**src/rtl/if_fetch_stage_if.sv**
```systemverilog
// Instruction-memory request/acknowledge bus between the fetch stage and instruction memory.
// The fetch stage holds imem_req and imem_addr steady until the edge on which imem_ack=1.
interface if_fetch_stage_if #(
   parameter int unsigned ADDR_W  = 32,
   parameter int unsigned INSTR_W = 32
);
   logic               imem_req;
   logic [ADDR_W-1:0]  imem_addr;
   logic               imem_ack;
   logic [INSTR_W-1:0] imem_rdata;

   modport master (
      output imem_req,
      output imem_addr,
      input  imem_ack,
      input  imem_rdata
   );

   modport slave (
      input  imem_req,
      input  imem_addr,
      output imem_ack,
      output imem_rdata
   );
endinterface

```
**src/rtl/if_fetch_stage.sv**
```systemverilog
// Instruction-fetch stage: owns the PC, runs the imem req/ack handshake and loads IF/ID.
// A single skid entry parks a fetch that completes while the pipeline is stalled.
module if_fetch_stage #(
   parameter int unsigned       ADDR_W   = 32,
   parameter int unsigned       INSTR_W  = 32,
   parameter logic [ADDR_W-1:0] RESET_PC = '0,
   parameter int unsigned       PC_STEP  = 4
) (
   input  logic                clk,
   input  logic                rst,
   input  logic                PCWrite,
   input  logic                IF_ID_Write,
   input  logic                BranchTaken,
   input  logic [ADDR_W-1:0]   BranchTarget,
   if_fetch_stage_if.master    imem,
   output logic [ADDR_W-1:0]   IF_ID_PC,
   output logic [INSTR_W-1:0]  IF_ID_Instr,
   output logic                IF_ID_Valid
);

   typedef enum logic [1:0] {
      S_REQ   = 2'd0,
      S_HOLD  = 2'd1,
      S_DRAIN = 2'd2
   } state_t;

   state_t             state;
   logic [ADDR_W-1:0]  pc;
   logic [ADDR_W-1:0]  skid_pc;
   logic [INSTR_W-1:0] skid_instr;

   logic               advance_c;
   logic               ack_c;
   logic [ADDR_W-1:0]  pc_inc_c;

   // An ack only counts while a request is actually outstanding.
   always_comb begin
      advance_c = PCWrite && IF_ID_Write;
      ack_c     = imem.imem_ack && imem.imem_req;
      pc_inc_c  = pc + ADDR_W'(PC_STEP);
   end

   always_ff @(posedge clk) begin
      if (rst) begin
         state          <= S_REQ;
         pc             <= RESET_PC;
         imem.imem_req  <= 1'b0;
         imem.imem_addr <= RESET_PC;
         skid_pc        <= '0;
         skid_instr     <= '0;
         IF_ID_PC       <= '0;
         IF_ID_Instr    <= '0;
         IF_ID_Valid    <= 1'b0;
      end else begin
         case (state)
            S_REQ: begin
               if (!imem.imem_req) begin
                  // First cycle out of reset: raise the request at the current PC.
                  imem.imem_req <= 1'b1;
                  if (BranchTaken) begin
                     pc             <= BranchTarget;
                     imem.imem_addr <= BranchTarget;
                     IF_ID_Instr    <= '0;
                     IF_ID_Valid    <= 1'b0;
                  end else if (advance_c) begin
                     IF_ID_Instr <= '0;
                     IF_ID_Valid <= 1'b0;
                  end
               end else if (ack_c) begin
                  if (BranchTaken) begin
                     pc             <= BranchTarget;
                     imem.imem_addr <= BranchTarget;
                     IF_ID_Instr    <= '0;
                     IF_ID_Valid    <= 1'b0;
                  end else if (advance_c) begin
                     IF_ID_PC       <= pc;
                     IF_ID_Instr    <= imem.imem_rdata;
                     IF_ID_Valid    <= 1'b1;
                     pc             <= pc_inc_c;
                     imem.imem_addr <= pc_inc_c;
                  end else begin
                     skid_pc       <= pc;
                     skid_instr    <= imem.imem_rdata;
                     imem.imem_req <= 1'b0;
                     state         <= S_HOLD;
                  end
               end else begin
                  if (BranchTaken) begin
                     // Request stays out at the old address; its response is discarded.
                     pc          <= BranchTarget;
                     IF_ID_Instr <= '0;
                     IF_ID_Valid <= 1'b0;
                     state       <= S_DRAIN;
                  end else if (advance_c) begin
                     IF_ID_Instr <= '0;
                     IF_ID_Valid <= 1'b0;
                  end
               end
            end

            S_HOLD: begin
               if (BranchTaken) begin
                  pc             <= BranchTarget;
                  imem.imem_addr <= BranchTarget;
                  imem.imem_req  <= 1'b1;
                  IF_ID_Instr    <= '0;
                  IF_ID_Valid    <= 1'b0;
                  state          <= S_REQ;
               end else if (advance_c) begin
                  IF_ID_PC       <= skid_pc;
                  IF_ID_Instr    <= skid_instr;
                  IF_ID_Valid    <= 1'b1;
                  pc             <= pc_inc_c;
                  imem.imem_addr <= pc_inc_c;
                  imem.imem_req  <= 1'b1;
                  state          <= S_REQ;
               end
            end

            S_DRAIN: begin
               if (BranchTaken) begin
                  pc <= BranchTarget;
               end
               if (BranchTaken || advance_c) begin
                  IF_ID_Instr <= '0;
                  IF_ID_Valid <= 1'b0;
               end
               if (ack_c) begin
                  imem.imem_addr <= BranchTaken ? BranchTarget : pc;
                  state          <= S_REQ;
               end
            end

            default: begin
               state <= S_REQ;
            end
         endcase
      end
   end

endmodule

```
**src/flat_wrapper.sv**
```systemverilog
// flat-port wrapper written by rule: the top's interface ports become plain ports
module if_fetch_stage_flat 
#(
   parameter int unsigned       ADDR_W   = 32,
   parameter int unsigned       INSTR_W  = 32,
   parameter logic [ADDR_W-1:0] RESET_PC = '0,
   parameter int unsigned       PC_STEP  = 4
)
  (clk, rst, PCWrite, IF_ID_Write, BranchTaken, BranchTarget, IF_ID_PC, IF_ID_Instr, IF_ID_Valid, imem_imem_req, imem_imem_addr, imem_imem_ack, imem_imem_rdata);
  if_fetch_stage_if #(.ADDR_W(ADDR_W), .INSTR_W(INSTR_W)) imem_i ();
  input  logic clk;
  input  logic rst;
  input  logic PCWrite;
  input  logic IF_ID_Write;
  input  logic BranchTaken;
  input  logic [ADDR_W-1:0] BranchTarget;
  output logic [ADDR_W-1:0] IF_ID_PC;
  output logic [INSTR_W-1:0] IF_ID_Instr;
  output logic IF_ID_Valid;
  output wire logic [$bits(imem_i.imem_req)-1:0] imem_imem_req;
  output wire logic [$bits(imem_i.imem_addr)-1:0] imem_imem_addr;
  input wire logic [$bits(imem_i.imem_ack)-1:0] imem_imem_ack;
  input wire logic [$bits(imem_i.imem_rdata)-1:0] imem_imem_rdata;
  assign imem_imem_req = imem_i.imem_req;
  assign imem_imem_addr = imem_i.imem_addr;
  assign imem_i.imem_ack = imem_imem_ack;
  assign imem_i.imem_rdata = imem_imem_rdata;
  if_fetch_stage #(.ADDR_W(ADDR_W), .INSTR_W(INSTR_W), .RESET_PC(RESET_PC), .PC_STEP(PC_STEP)) u_core (.clk(clk), .rst(rst), .PCWrite(PCWrite), .IF_ID_Write(IF_ID_Write), .BranchTaken(BranchTaken), .BranchTarget(BranchTarget), .imem(imem_i), .IF_ID_PC(IF_ID_PC), .IF_ID_Instr(IF_ID_Instr), .IF_ID_Valid(IF_ID_Valid));
endmodule
```
**config.mk**
```make
export PLATFORM = sky130hd
export DESIGN_NAME = if_fetch_stage_flat
export DESIGN_NICKNAME = d
export VERILOG_FILES = /design/src/rtl/if_fetch_stage_if.sv /design/src/rtl/if_fetch_stage.sv /design/src/flat_wrapper.sv
export SDC_FILE = /design/constraint.sdc
export NUM_CORES = 1
export LEC_CHECK = 0
export CAP_MARGIN = 20
export CELL_PAD_IN_SITES_DETAIL_PLACEMENT = 0
export CELL_PAD_IN_SITES_GLOBAL_PLACEMENT = 1
export CORE_MARGIN = 3
export CORE_UTILIZATION = 36
export CTS_CLUSTER_DIAMETER = 30
export DETAILED_ROUTE_END_ITERATION = 16
export GPL_TIMING_DRIVEN = 0
export PLACE_DENSITY_LB_ADDON = 0.1
export SETUP_SLACK_MARGIN = 0.4
export SLEW_MARGIN = 5
export SYNTH_ARGS = -nofsm -noshare
export SYNTH_HDL_FRONTEND = slang
export SYNTH_SLANG_ARGS = --single-unit
```
**constraint.sdc**
```tcl
create_clock -name clk -period 2.6 [get_ports clk]
set_clock_uncertainty 0.2 [all_clocks]
set_input_delay 0.78 -clock clk [delete_from_list [all_inputs] [get_ports clk]]
set_output_delay 0.78 -clock clk [all_outputs]
set_load 0.02 [all_outputs]
```
* Word level (Yosys, flattened, before mapping)
Index checks and enable logic that the tools add are counted.
Word-level totals: bits of input ports 70, flip-flop bits (word level) 196
Operators by class: $add $sub $neg 1, reduce and logical (&&, ||, !) cells 13, eq/ne operators 17, muxes and demuxes 54, bitwise gates (word level) 2
Operator list (count):
- two-way mux 32 bit | 26
- one-hot mux 32 bit (3 select lines) | 3
- one-hot mux 32 bit (2 select lines) | 1
- adder 32 x 3 -> 32 bit (second input constant) | 1
- two-way mux 2 bit | 8
- two-way mux 1 bit | 13
- != test 2 x 1 -> 1 bit (second input constant) | 6
- != test 3 x 2 -> 1 bit (second input constant) | 3
- != test 3 bit (second input constant) | 3
- AND reduction 4 bit | 2
- AND reduction 7 bit | 1
- one-hot mux 2 bit (3 select lines) | 1
- AND reduction 6 bit | 1
- != test 5 bit (second input constant) | 1
- AND reduction 5 bit | 1
- != test 2 bit (second input constant) | 2
- AND reduction 2 bit | 2
- one-hot mux 1 bit (3 select lines) | 1
- nonzero test 3 bit | 1
- == test 2 x 1 -> 1 bit (second input constant) | 1
- == test 2 bit (second input constant) | 1
- logical AND 1 bit | 2
- logical NOT 2 bit | 1
- inverter 1 bit | 2
- other kinds (3) | 3

* Longest topological paths before layout
word-level depth 6, mapped depth 10, gate-level depth less buffers 7

* Worst setup path after synthesis
OpenSTA, ideal clock, no wires.
path type input to register, from in imem_imem_ack, to reg u_core.pc[21], arrival 2.298 ns, setup slack 0.007 ns, stages on the path 7, path through clkbuf_1 and3b_1 clkbuf_1 nor2_1 nor2_1 o21ai_0 a221oi_1
Between the ends: longest elaborated chain between the ends 4
RTL lines:
- start, declared | RTL line flat_wrapper.sv:22 | input wire logic [$bits(imem_i.imem_ack)-1:0] imem_imem_ack;
- logical AND 1 bit | RTL line if_fetch_stage.sv:39 | ack_c = imem.imem_ack && imem.imem_req;
- two-way mux 32 bit | RTL line if_fetch_stage.sv:69 | end else if (ack_c) begin
- two-way mux 32 bit | RTL line if_fetch_stage.sv:57 | if (!imem.imem_req) begin
- one-hot mux 32 bit (3 select lines) | RTL line if_fetch_stage.sv:55 | case (state)
- end signal, assigned | RTL line if_fetch_stage.sv:61 | pc <= BranchTarget;
- end signal, assigned | RTL line if_fetch_stage.sv:71 | pc <= BranchTarget;
- end signal, assigned | RTL line if_fetch_stage.sv:79 | pc <= pc_inc_c;
- end, declared | RTL line if_fetch_stage.sv:28 | logic [ADDR_W-1:0] pc;
Every way passes these cells. A chain may end at the register's enable or synchronous reset.

* Final worst setup path
from reg u_core.state[0], to reg u_core.pc[30]
Between the ends: longest elaborated chain between the ends 2, elaborated cells on any way between the ends 5, classes of those cells eq/ne: 2; mux: 1; reduce/logical: 2
RTL lines:
- start, declared | RTL line if_fetch_stage.sv:27 | state_t state;
- start signal, assigned | RTL line if_fetch_stage.sv:45 | state <= S_REQ;
- start signal, assigned | RTL line if_fetch_stage.sv:85 | state <= S_HOLD;
- start signal, assigned | RTL line if_fetch_stage.sv:93 | state <= S_DRAIN;
- == test 2 bit, or another cell as far along | RTL line if_fetch_stage.sv:55
- one-hot mux 32 bit (3 select lines) or nonzero test 3 bit (tied branches)
Parallel ways exist; a longest one is shown, timed or not.

==> flow_summary.ini <==
[routing]
drt_wl_total_microns = 58900
vias = 13400
post-route-drc-count = 0
wl_per_cell_microns = 27.7
firstDrtPassIters = 5
viasPerCell = 6.31
drtIter0Drc = 1532
antenna_left = 0

[setup_path]
path_max_fanout = 6
r2r_setup_slack_ps = 130
r2r-end = u_core.pc[30]$_SDFFE_PP0N_
worst-r2r-cell-count = 11
endpoint = u_core.pc[30]$_SDFFE_PP0N_
worstPathRequired_ps = 2780
startpoint_type = flip-flop
reg2reg_from = u_core.state[0]$_SDFFE_PP0P_
startpoint = u_core.state[0]$_SDFFE_PP0P_
cp-end-kind = flip-flop
arrival_ps = 2650
crit_type = flip-flop to flip-flop

[yosys]
synth.distinct_cells = 76
ys_warn_count = 0
synth_area_per_cell_sq_um = 7.77
netlist_instances = 1381
synth_edf_count = 0
syn_nets = 1456
synth_flop_cell = dfxtp_1
ys_seq_area_share_pct = 36.6
synth.cell_area_sq_um = 10700
ys_seq_elements = 196
async_flop_share_pct = 0

[power]
vdd_drop_max_mv = 0.479
power.leakage_nw = 7.74
p_seq_share_pct = 27.1
pwr-share-clk_pct = 20.7
comb_power_share_pct = 52.2
powerDensity_nw_per_um2 = 747
p_sw_share_pct = 41.4
total_power_w = 0.0132
p_int_w = 0.00776
switchingPower_w = 0.00549

[place]
dp_hpwl_microns = 36600
routabilityCongestion = 1.01
portBuffers = 166

[die]
pin_count = 168
dieWidth_microns = 179
dieHeight_microns = 179
placementRows = 62
core_area_sq_um = 29000
dieArea_sq_um = 31900
start_util_pct = 37.0

[clocking]
clk_latency_ps = 460
clock_sinks = 196
cts-root-buf = clkbuf_16
clkTransAtPathRegs_ps = 100
htreeDepth = 4
cts.path.max_buffers = 2
cts_hold_buf = 0
numCtsBuffers = 17
cts_tree = built

[timing]
rsz0062_at_grt = true
maxSlewViolCount = 0
layout_min_cycle_time_ps = 2470
finalCritPeriodShare_pct = 94.8
timing.fmax_mhz = 406
hold_viol = 0
tightest_slew_ps = 710
slew-limit-headroom_pct = 52.7
setup_viol = 0
hold_ws_ps = 256

[grt]
antenna_found_initial = 0
grt_pass1_wl_microns = 82200
grtUsageTotal_pct = 35.1
grt_pass1_vias = 12491
grt_max_degree = 20
overflow = 0

[finish]
antennaDiodeCount = 0
num-nets-final = 1803
layout-drive-gt1-share_pct = 34.0
area_delta_synth_final_pct = 65.3
mostFrequentLayoutCells = 179 x nand2_1, 179 x dfxtp_1, 110 x a21oi_1

[hold_path]
hold_path_class = flip-flop to flip-flop

[run_status]
outcome = complete, no violations

[job]
max-cap-violations = 0
-- worst max-delay path, stage by stage, from the launching register on --
cell and delay (ps):
dfxtp_2 380, inv_4 50, ha_4 260, buf_8 140, clkbuf_16 150, nand3b_1 250
buf_6 200, buf_4 130, o211ai_1 100, o2111ai_2 180, or2_4 260, o221ai_1 70
-- worst min-delay path by stage --
stage,from,to,slack (ps),cells after the start
floorplan,u_core.skid_pc[0]$_SDFFE_PP0P_,u_core.skid_pc[0]$_SDFFE_PP0P_,240,2
global placement,u_core.imem.imem_addr[6]$_SDFFE_PP0P_,u_core.imem.imem_addr[6]$_SDFFE_PP0P_,240,2
detailed placement,u_core.imem.imem_addr[6]$_SDFFE_PP0P_,u_core.imem.imem_addr[6]$_SDFFE_PP0P_,240,2
CTS,u_core.skid_pc[11]$_SDFFE_PP0P_,u_core.skid_pc[11]$_SDFFE_PP0P_,260,2
global route,u_core.skid_pc[16]$_SDFFE_PP0P_,u_core.skid_pc[16]$_SDFFE_PP0P_,270,2
finish,u_core.skid_instr[23]$_SDFFE_PP0P_,u_core.skid_instr[23]$_SDFFE_PP0P_,260,2
-- kinds of logic after synthesis --
family                   synth area share [%]
buffers and inverters                    5.84
AO/OA/AOI/OAI                            31.7
multiplexers                             4.22
adder cells (fa/ha/maj)                 0.583
AND/OR/NAND/NOR                          20.3
flip-flops                               36.6
XOR/XNOR                                0.817
-- power by group through the flow --
stage               registers (W)  clock network [W]  logic (W)
floorplan                 0.00380                  0    0.00227
global placement          0.00363                  0    0.00421
detailed placement        0.00363                  0    0.00421
CTS                       0.00358            0.00276    0.00586
global route              0.00363            0.00285    0.00711
finish                    0.00359            0.00274    0.00691
-- state kept, by name, indices dropped and copies added (netlist names) --
| signal | count |
|---|---|
| u_core.skid_pc | 32 |
| u_core.IF_ID_Valid | 1 |
| u_core.skid_instr | 32 |
| u_core.state | 2 |
| u_core.pc | 32 |
| u_core.IF_ID_Instr | 32 |
| u_core.IF_ID_PC | 32 |
| u_core.imem.imem_addr | 32 |
| u_core.imem.imem_req | 1 |
-- area by class of cell --
cell class,count,area (sq um)
buffer,148,1510
clock buffer,17,425
clock inverter,14,140
fill,2495,11300
inverter,14,75.1
multi-input combinational,1023,7590
sequential,196,3950
tap,384,480
timing repair buffer,328,3560
-- per-stage QoR --
stage	instance area (sq um)	TNS [ps]	cells	utilization (%)	setup WS, ps
after global routing	17700	0	2124	61.1	113
after global placement	13200	-237100	1931	45.5	-1570
after detailed placement	13200	-232940	1931	45.5	-1580
after CTS	16100	0	2073	55.6	161
final	17700	0	2124	61.1	135
after floorplan	11100	0	1381	-	298
-- cell usage after synthesis, types with 7 or more instances --
| cell type | count | area, sq um |
|---|---|---|
| nor2b_1 | 7 | 43.8 |
| dfxtp_1 | 196 | 3920 |
| a21o_1 | 13 | 97.6 |
| and2_1 | 10 | 62.6 |
| xnor2_1 | 8 | 70.1 |
| a211oi_1 | 47 | 353 |
| nand2b_1 | 9 | 56.3 |
| nand2_1 | 194 | 728 |
| nor3_1 | 19 | 95.1 |
| a22oi_1 | 49 | 368 |
| o21ai_0 | 69 | 345 |
| nor2_1 | 112 | 420 |
| nand3_1 | 28 | 140 |
| o21a_1 | 7 | 52.6 |
| and3b_1 | 7 | 61.3 |
| clkbuf_1 | 128 | 480 |
| or4_1 | 9 | 67.6 |
| a21oi_1 | 134 | 671 |
| mux2i_1 | 43 | 430 |
| o221ai_1 | 7 | 61.3 |
| or3_1 | 9 | 56.3 |
| nand4_1 | 17 | 106 |
| buf_2 | 14 | 70.1 |
| o31ai_1 | 7 | 52.6 |
| inv_1 | 12 | 45.0 |
| o211ai_1 | 9 | 67.6 |
| nor4_1 | 17 | 106 |
| a31oi_1 | 16 | 100 |
| a221oi_1 | 22 | 193 |
| a22o_1 | 46 | 403 |
-- routing by layer --
metal / GRT usage [%] / part of all wire [%] / vias up / routed length (microns)
li1: - / - / 5830 / -
met1: 45.2 / 39 / 6371 / 22700
met2: 53.9 / 43 / 938 / 25300
met3: 8.90 / 12 / 261 / 6790
met4: 18.9 / 6.9 / 0 / 4060
met5: 0 / 0 / - / 0
-- repair_timing --
action                     in CTS  in global routing
pin swaps                      91                140
setup endpoints to repair     294                252
cloned                         13                  3
buffers inserted               98                 48
resized for setup             415                361
Power figures use the tool's default switching activity.
